[src/rtl/evm_tick_sched.sv]
// evm_tick_sched: shared ms/second timebase and NCH countdown channels.
// All consumers get one-cycle enables; no derived clocks leave this block.
module evm_tick_sched #(
    parameter int CLK_HZ  = 50000000,
    parameter int TICK_HZ = 1000,
    parameter int NCH     = 4,
    parameter int CW      = 16
) (
    input  logic            clk_50m,
    input  logic            rst,
    input  logic            en,
    output logic            tick_ms,
    output logic            sec_pulse,
    output logic            blink,
    input  logic [NCH-1:0]  start,
    input  logic [NCH-1:0]  cancel,
    input  logic [NCH*CW-1:0] load_val,
    output logic [NCH-1:0]  busy,
    output logic [NCH-1:0]  expire
);

    localparam int DIV = CLK_HZ / TICK_HZ;
    localparam int PW  = (DIV > 1) ? $clog2(DIV) : 1;
    localparam int MW  = (TICK_HZ > 1) ? $clog2(TICK_HZ) : 1;

    localparam logic [PW-1:0] PMAX    = PW'(DIV - 1);
    localparam logic [MW-1:0] MMAX    = MW'(TICK_HZ - 1);
    localparam logic [CW-1:0] REM_ONE = CW'(1);

    typedef enum logic [1:0] {
        CH_IDLE = 2'd0,
        CH_RUN  = 2'd1,
        CH_EXP  = 2'd2
    } ch_state_e;

    logic [PW-1:0] pcnt;
    logic [MW-1:0] mcnt;
    logic          wrap;
    logic          dec_ok;

    ch_state_e     state_q [NCH];
    ch_state_e     state_d [NCH];
    logic [CW-1:0] rem_q   [NCH];
    logic [CW-1:0] rem_d   [NCH];

    // Prescaler wraps on its last enabled count; tick is registered from it.
    assign wrap = en && (pcnt == PMAX);

    // Channels only decrement on a tick seen while the timebase runs.
    assign dec_ok = tick_ms && en;

    // Prescaler, tick counter and the registered tick/second pulses.
    always_ff @(posedge clk_50m) begin
        if (rst) begin
            pcnt      <= '0;
            mcnt      <= '0;
            tick_ms   <= 1'b0;
            sec_pulse <= 1'b0;
        end else begin
            tick_ms   <= wrap;
            sec_pulse <= wrap && (mcnt == MMAX);
            if (en) begin
                pcnt <= wrap ? '0 : pcnt + 1'b1;
            end
            if (wrap) begin
                mcnt <= (mcnt == MMAX) ? '0 : mcnt + 1'b1;
            end
        end
    end

    // Blink level flips the cycle after each second pulse.
    always_ff @(posedge clk_50m) begin
        if (rst) begin
            blink <= 1'b0;
        end else begin
            blink <= blink ^ sec_pulse;
        end
    end

    // Channel state and remaining-tick registers.
    always_ff @(posedge clk_50m) begin
        if (rst) begin
            for (int i = 0; i < NCH; i++) begin
                state_q[i] <= CH_IDLE;
                rem_q[i]   <= '0;
            end
        end else begin
            for (int i = 0; i < NCH; i++) begin
                state_q[i] <= state_d[i];
                rem_q[i]   <= rem_d[i];
            end
        end
    end

    // Per-channel next state: cancel beats start beats tick decrement.
    always_comb begin
        for (int i = 0; i < NCH; i++) begin
            state_d[i] = state_q[i];
            rem_d[i]   = rem_q[i];
            if (cancel[i]) begin
                state_d[i] = CH_IDLE;
            end else if (start[i]) begin
                if (load_val[i*CW +: CW] == '0) begin
                    state_d[i] = CH_EXP;
                end else begin
                    state_d[i] = CH_RUN;
                    rem_d[i]   = load_val[i*CW +: CW];
                end
            end else begin
                unique case (state_q[i])
                    CH_RUN: begin
                        if (dec_ok) begin
                            if (rem_q[i] <= REM_ONE) begin
                                state_d[i] = CH_EXP;
                            end else begin
                                rem_d[i] = rem_q[i] - 1'b1;
                            end
                        end
                    end
                    CH_EXP: begin
                        state_d[i] = CH_IDLE;
                    end
                    default: begin
                        state_d[i] = CH_IDLE;
                    end
                endcase
            end
        end
    end

    // Status outputs decoded straight from registered state.
    always_comb begin
        busy   = '0;
        expire = '0;
        for (int i = 0; i < NCH; i++) begin
            busy[i]   = (state_q[i] == CH_RUN);
            expire[i] = (state_q[i] == CH_EXP);
        end
    end

endmodule
[config.mk]
export PLATFORM = sky130hd
export DESIGN_NAME = evm_tick_sched
export DESIGN_NICKNAME = d
export VERILOG_FILES = /design/src/rtl/evm_tick_sched.sv
export SDC_FILE = /design/constraint.sdc
export NUM_CORES = 1
export LEC_CHECK = 0
export CAP_MARGIN = 30
export CORE_AREA = 2 2 109 121
export CTS_BUF_LIST = sky130_fd_sc_hd__clkbuf_4 sky130_fd_sc_hd__clkbuf_8 sky130_fd_sc_hd__clkbuf_16
export DETAILED_ROUTE_END_ITERATION = 7
export DIE_AREA = 0 0 111 123
export PLACE_DENSITY = 0.76
export SYNTH_ARGS = -nofsm -noshare
export SYNTH_HDL_FRONTEND = slang
export SYNTH_SLANG_ARGS = --single-unit
[constraint.sdc]
create_clock -name clk_50m -period 5.05 [get_ports clk_50m]
set_input_delay 0.505 -clock clk_50m [delete_from_list [all_inputs] [get_ports clk_50m]]
set_output_delay 0.505 -clock clk_50m [all_outputs]
set_load 0.03 [all_outputs]
Word-level counts from Yosys, hierarchy flattened
Memory sizes are Yosys's and may differ from the RTL's.
Cells that the tools add are included.
Word-level totals
  input bits: 75
  word-level logic and storage cells: 104
  register bits: 29
  memories kept: 2
  memory bits (writable): 72
  output and inout port bits: 11
Memories
  rem_q: depth 4, bits a word 16, read ports 4, clocked after Yosys merged registers in 0, wr ports 4, line 43  | logic [CW-1:0] rem_q [NCH];
  state_q: depth 4, bits a word 2, read ports 4, clocked after Yosys merged registers in 0, wr ports 4, line 41  | ch_state_e state_q [NCH];
Cells by class
  order comparisons: 4
  equal/unequal tests: 10
  bitwise gates (word level): 9
  $add $sub $neg: 6
  muxes and demuxes: 61
  reduce and logical (&&, ||, !) cells: 7
Operators by type and width (count)
  two-way mux 16 bit: 29
  less-or-equal comparator 16 x 1 -> 1 bit (second input constant): 4
  logical NOT 16 bit: 4
  subtractor 16 x 1 -> 16 bit (second input constant): 4
  two-way mux 2 bit: 28
  adder 16 x 1 -> 16 bit (second input constant): 1
  == test 16 bit (second input constant): 1
  adder 10 x 1 -> 10 bit (second input constant): 1
  == test 10 bit (second input constant): 1
  two-way mux 10 bit: 1
  == test 2 x 1 -> 1 bit (second input constant): 4
  == test 2 bit (second input constant): 4
  bitwise OR 1 bit: 8
  logical AND 1 bit: 3
  two-way mux 1 bit: 3
  bitwise XOR 1 bit: 1

Logic depth before layout (Yosys ltp)
  depth after elaboration: 7
  gate-level depth with buffers: 9
  gate-level depth less buffers: 8

Least setup slack after synthesis
Ideal clock, no wire load.
  path kind: input port to flip-flop
  from: input port load_val[56]
  to: memory rem_q[3][1]
  data required time: 4.971 ns
  slack: 2.777 ns
  cell stages on the path: 8
  path buffers: 2
  data arrival time: 2.194 ns
  library setup time: 0.079 ns
  cells stage by stage: or4_4 o41ai_4 or2_1 buf_6 and2_4 buf_6 a211oi_1 a211oi_2
RTL lines
  from (decl): line 17  | input logic [NCH*CW-1:0] load_val,
  to (decl): line 43

==> results.sh <==
export IMPL_worstHoldStart="rem_q[0][6]"
export IMPL_synth_area_per_cell_um2=7.62
export IMPL_power_density_nw_per_um2=281
export IMPL_hold_worst_slack_ns=0.477
export IMPL_fin_crit_ns=2.92
export IMPL_top_level_ports=86
export IMPL_cts_max_level=3
export IMPL_internal_power_mw=1.39
export IMPL_clock_transition_time_at_the_flip_flop_clock_pins_of_the_worst_setup_and_hold_paths_ns=0.07
export IMPL_cap_violations=0
export IMPL_buffer_ports_inserted=85
export IMPL_synth_area_um2=5990
export IMPL_ir_worst_vdd_mv=0.240
export IMPL_global_route_overflow_total=0
export IMPL_dpl_instance_area_um2=6910
export IMPL_yosysUniqueCellTypes=73
export IMPL_ctsHoldBuffers=0
export IMPL_share_seq_of_total_power_pct=43.1
export IMPL_routed_via_count=6019
export IMPL_core_box_area_um2=12400
export IMPL_detail_route_antenna_nets=0
export IMPL_area_growth_syn_to_fin_pct=20.3
export IMPL_worstRegToRegCells=8
export IMPL_groute_layer_met2_usage_pct=37.2
export IMPL_worst_hold_path_endpoint="rem_q[0][6]"
export IMPL_dieHeight_um=123
export IMPL_cts_root_buf="clkbuf_16"
export IMPL_global_route_hottest_layer="met2"
export IMPL_grt_pass1_vias=5434
export IMPL_firstDrtPassIters=5
export IMPL_yosys_warnings=0
export IMPL_globalplace_congestion=0.928
export IMPL_synth_cells=787
export IMPL_grt_max_degree=49
export IMPL_r2r_end="rem_q[2][6]"
export IMPL_crit_path_end_kind="flop"
export IMPL_drt_wl_total_um=15000
export IMPL_syn_nets=872
export IMPL_vias_per_inst=5.95
export IMPL_power_clock_fraction_pct=33.3
export IMPL_p_leak_nw=2.59
export IMPL_floorplan_die_area_um2=13700
export IMPL_max_slew_worst_pin_slew_ns=0.873
export IMPL_grtUsageMet3_pct=4.85
export IMPL_critical_path_reg2reg_startpoint="rem_q[2][0]"
export IMPL_clk_lat_worst_skew_ns=0.35
export IMPL_timing_slew_headroom_pct=41.8
export IMPL_antenna_violations_before_repair=0
export IMPL_cp_start_kind="input pin"
export IMPL_globalRouteMet1Util_pct=28.2
export IMPL_achievable_frequency_mhz=343
export IMPL_arrival_ns=3.11
export IMPL_synth_ff_latch_count=101
export IMPL_synth_async_reset_ratio_pct=0
export IMPL_cts_sink_count=101
export IMPL_hold_class="reg -> reg"
export IMPL_p_sw_share_pct=31.6
export IMPL_hold_violations=0
export IMPL_drive_above_1_share_pct=5.61
export IMPL_detail_route_drc_violations=0
export IMPL_post_cts_resized=0
export IMPL_design_final_nets=935
export IMPL_cts_setup_buffers=0
export IMPL_synth_edff_count=0
export IMPL_num_rows=43
export IMPL_timing_final_crit_share_pct=57.8
export IMPL_critPathKind="in -> reg"
export IMPL_regArea_um2=2020
export IMPL_multiInputGateArea_um2=3720
export IMPL_diodes=0
export IMPL_post_route_cell_area_um2=7210
export IMPL_drtIter0Drc=346
export IMPL_grt_use_total_pct=21.8
export IMPL_r2r_setup_slack_ns=2.49
export IMPL_pwr_share_comb_pct=23.6
export IMPL_nFillCells=1188
export IMPL_initial_utilization_pct=48.2
export IMPL_fin_setup_tns_ns=0
export IMPL_numCtsBuffers=9
export IMPL_timing_critical_path_fanout_max=39
export IMPL_setup_viol=0
export IMPL_floorplan_die_width_um=111
export IMPL_grt_first_pass_wirelength_um=25000
export IMPL_clock_tree_from_tritoncts="built"
export IMPL_cell_count_of_the_worst_hold_path=2
export IMPL_routedWlPerCell_um=14.9
export IMPL_dp_hpwl_um=10800
export IMPL_rsz_0062_raised_after_global_routing="no"
export IMPL_finalMaxSlewViolations=0
export IMPL_postSynth_topFlopCell="dfxtp_1"
export IMPL_timing_clock_skew_ns=0.0121
export IMPL_layout_common_cells="101 x nor2_1, 101 x dfxtp_1, 85 x nand2_1"
export IMPL_clock_tree_buffer_depth=2
export IMPL_switching_power_mw=0.640
export IMPL_worst_ep_required_time_ns=5.24
export IMPL_synth_seq_area_share_pct=33.7
export IMPL_status="completed"
-- worst max-delay path by stage --
stage | start | to | slack [ns] | cells after the start
global placement | start[2] | rem_q[2][6] | 1.76 | 8
floorplan | load_val[56] | rem_q[3][1] | 2.78 | 8
finish | start[2] | rem_q[2][14] | 2.13 | 8
detailed placement | start[2] | rem_q[2][6] | 1.68 | 8
CTS | start[2] | rem_q[2][6] | 2.05 | 8
global route | start[2] | rem_q[2][15] | 1.97 | 8
-- worst max-delay path, stage by stage --
cell             delay, ns
clkdlybuf4s50_1       0.45
buf_4                 0.34
clkinv_1              0.31
a21o_1                0.25
a21oi_1               0.65
nand2_1               0.27
o21ai_0               0.23
a21oi_1               0.09
-- synth_stat cells (all sizes together), types with 3 or more instances --
cell / number / area share [%]
o211ai: 8 / 1.0
a21o: 6 / 0.75
xor2: 16 / 2.3
or4: 14 / 1.9
o41ai: 11 / 2.2
nor2: 101 / 6.3
and4: 3 / 0.44
a22oi: 7 / 0.88
o21ai: 53 / 4.5
o22ai: 17 / 1.8
o31ai: 9 / 1.1
o31a: 3 / 0.44
and2: 6 / 0.67
a211oi: 19 / 2.5
a221oi: 3 / 0.54
xnor2: 5 / 0.73
inv: 19 / 1.2
a22o: 6 / 0.88
or2: 6 / 0.63
dfxtp: 101 / 34
o21a: 4 / 0.50
nand2b: 10 / 1.0
ha: 10 / 2.1
nand4: 10 / 1.0
nor4b: 3 / 0.69
nor2b: 8 / 0.84
nor3: 27 / 2.3
nand3: 17 / 1.4
o2bb2ai: 11 / 1.6
a21oi: 79 / 6.6
o311ai: 3 / 0.44
nor4: 25 / 3.2
or3: 11 / 1.1
nand2: 86 / 5.4
clkbuf: 27 / 1.7
buf: 13 / 1.2
and3: 3 / 0.31
-- layout make-up --
class,instances,area share [%]
Clock buffer,10,3.23
Inverter,21,1.09
Sequential cell,101,28.0
Tap cell,157,2.72
Timing Repair Buffer,92,12.6
Multi-Input combinational cell,625,51.6
Clock inverter,6,0.781
-- cell families after synthesis --
group / share of synthesized area (%)
buf+inv: 4.24
flops: 33.7
fa+ha+maj: 2.09
compound gates: 27.5
xor+xnor: 3.07
simple gates: 29.0
mux: 0.355
-- power by group through the flow --
stage / logic, mW / clock network [mW] / registers (mW)
finish: 0.479 / 0.676 / 0.874
global route: 0.533 / 0.721 / 0.879
CTS: 0.474 / 0.696 / 0.872
detailed placement: 0.472 / 0 / 0.890
global placement: 0.469 / 0 / 0.890
floorplan: 0.334 / 0 / 0.880
-- metal layers --
metal	routed length (µm)	part of all wire (%)
met3	677	4.5
met2	7230	48
met5	0	0
met4	177	1.2
met1	6940	46
-- through the flow --
stage | setup slack [ns] | utilization [%] | power [mW] | instances
floorplan | 2.78 | - | 1.21 | 787
global placement | 1.76 | 55.5 | 1.36 | 994
detailed placement | 1.68 | 55.6 | 1.36 | 995
CTS | 2.05 | 57.9 | 2.04 | 1011
global route | 1.97 | 58.0 | 2.13 | 1012
finish | 2.13 | 58.0 | 2.03 | 1012
-- sequential cells by signal (all words and copies together) (netlist names) --
| register | count |
|---|---|
| rem_q | 64 |
| blink | 1 |
| mcnt | 10 |
| tick_ms | 1 |
| pcnt | 16 |
| sec_pulse | 1 |
| state_q | 8 |
Power figures use the tool's default switching activity.
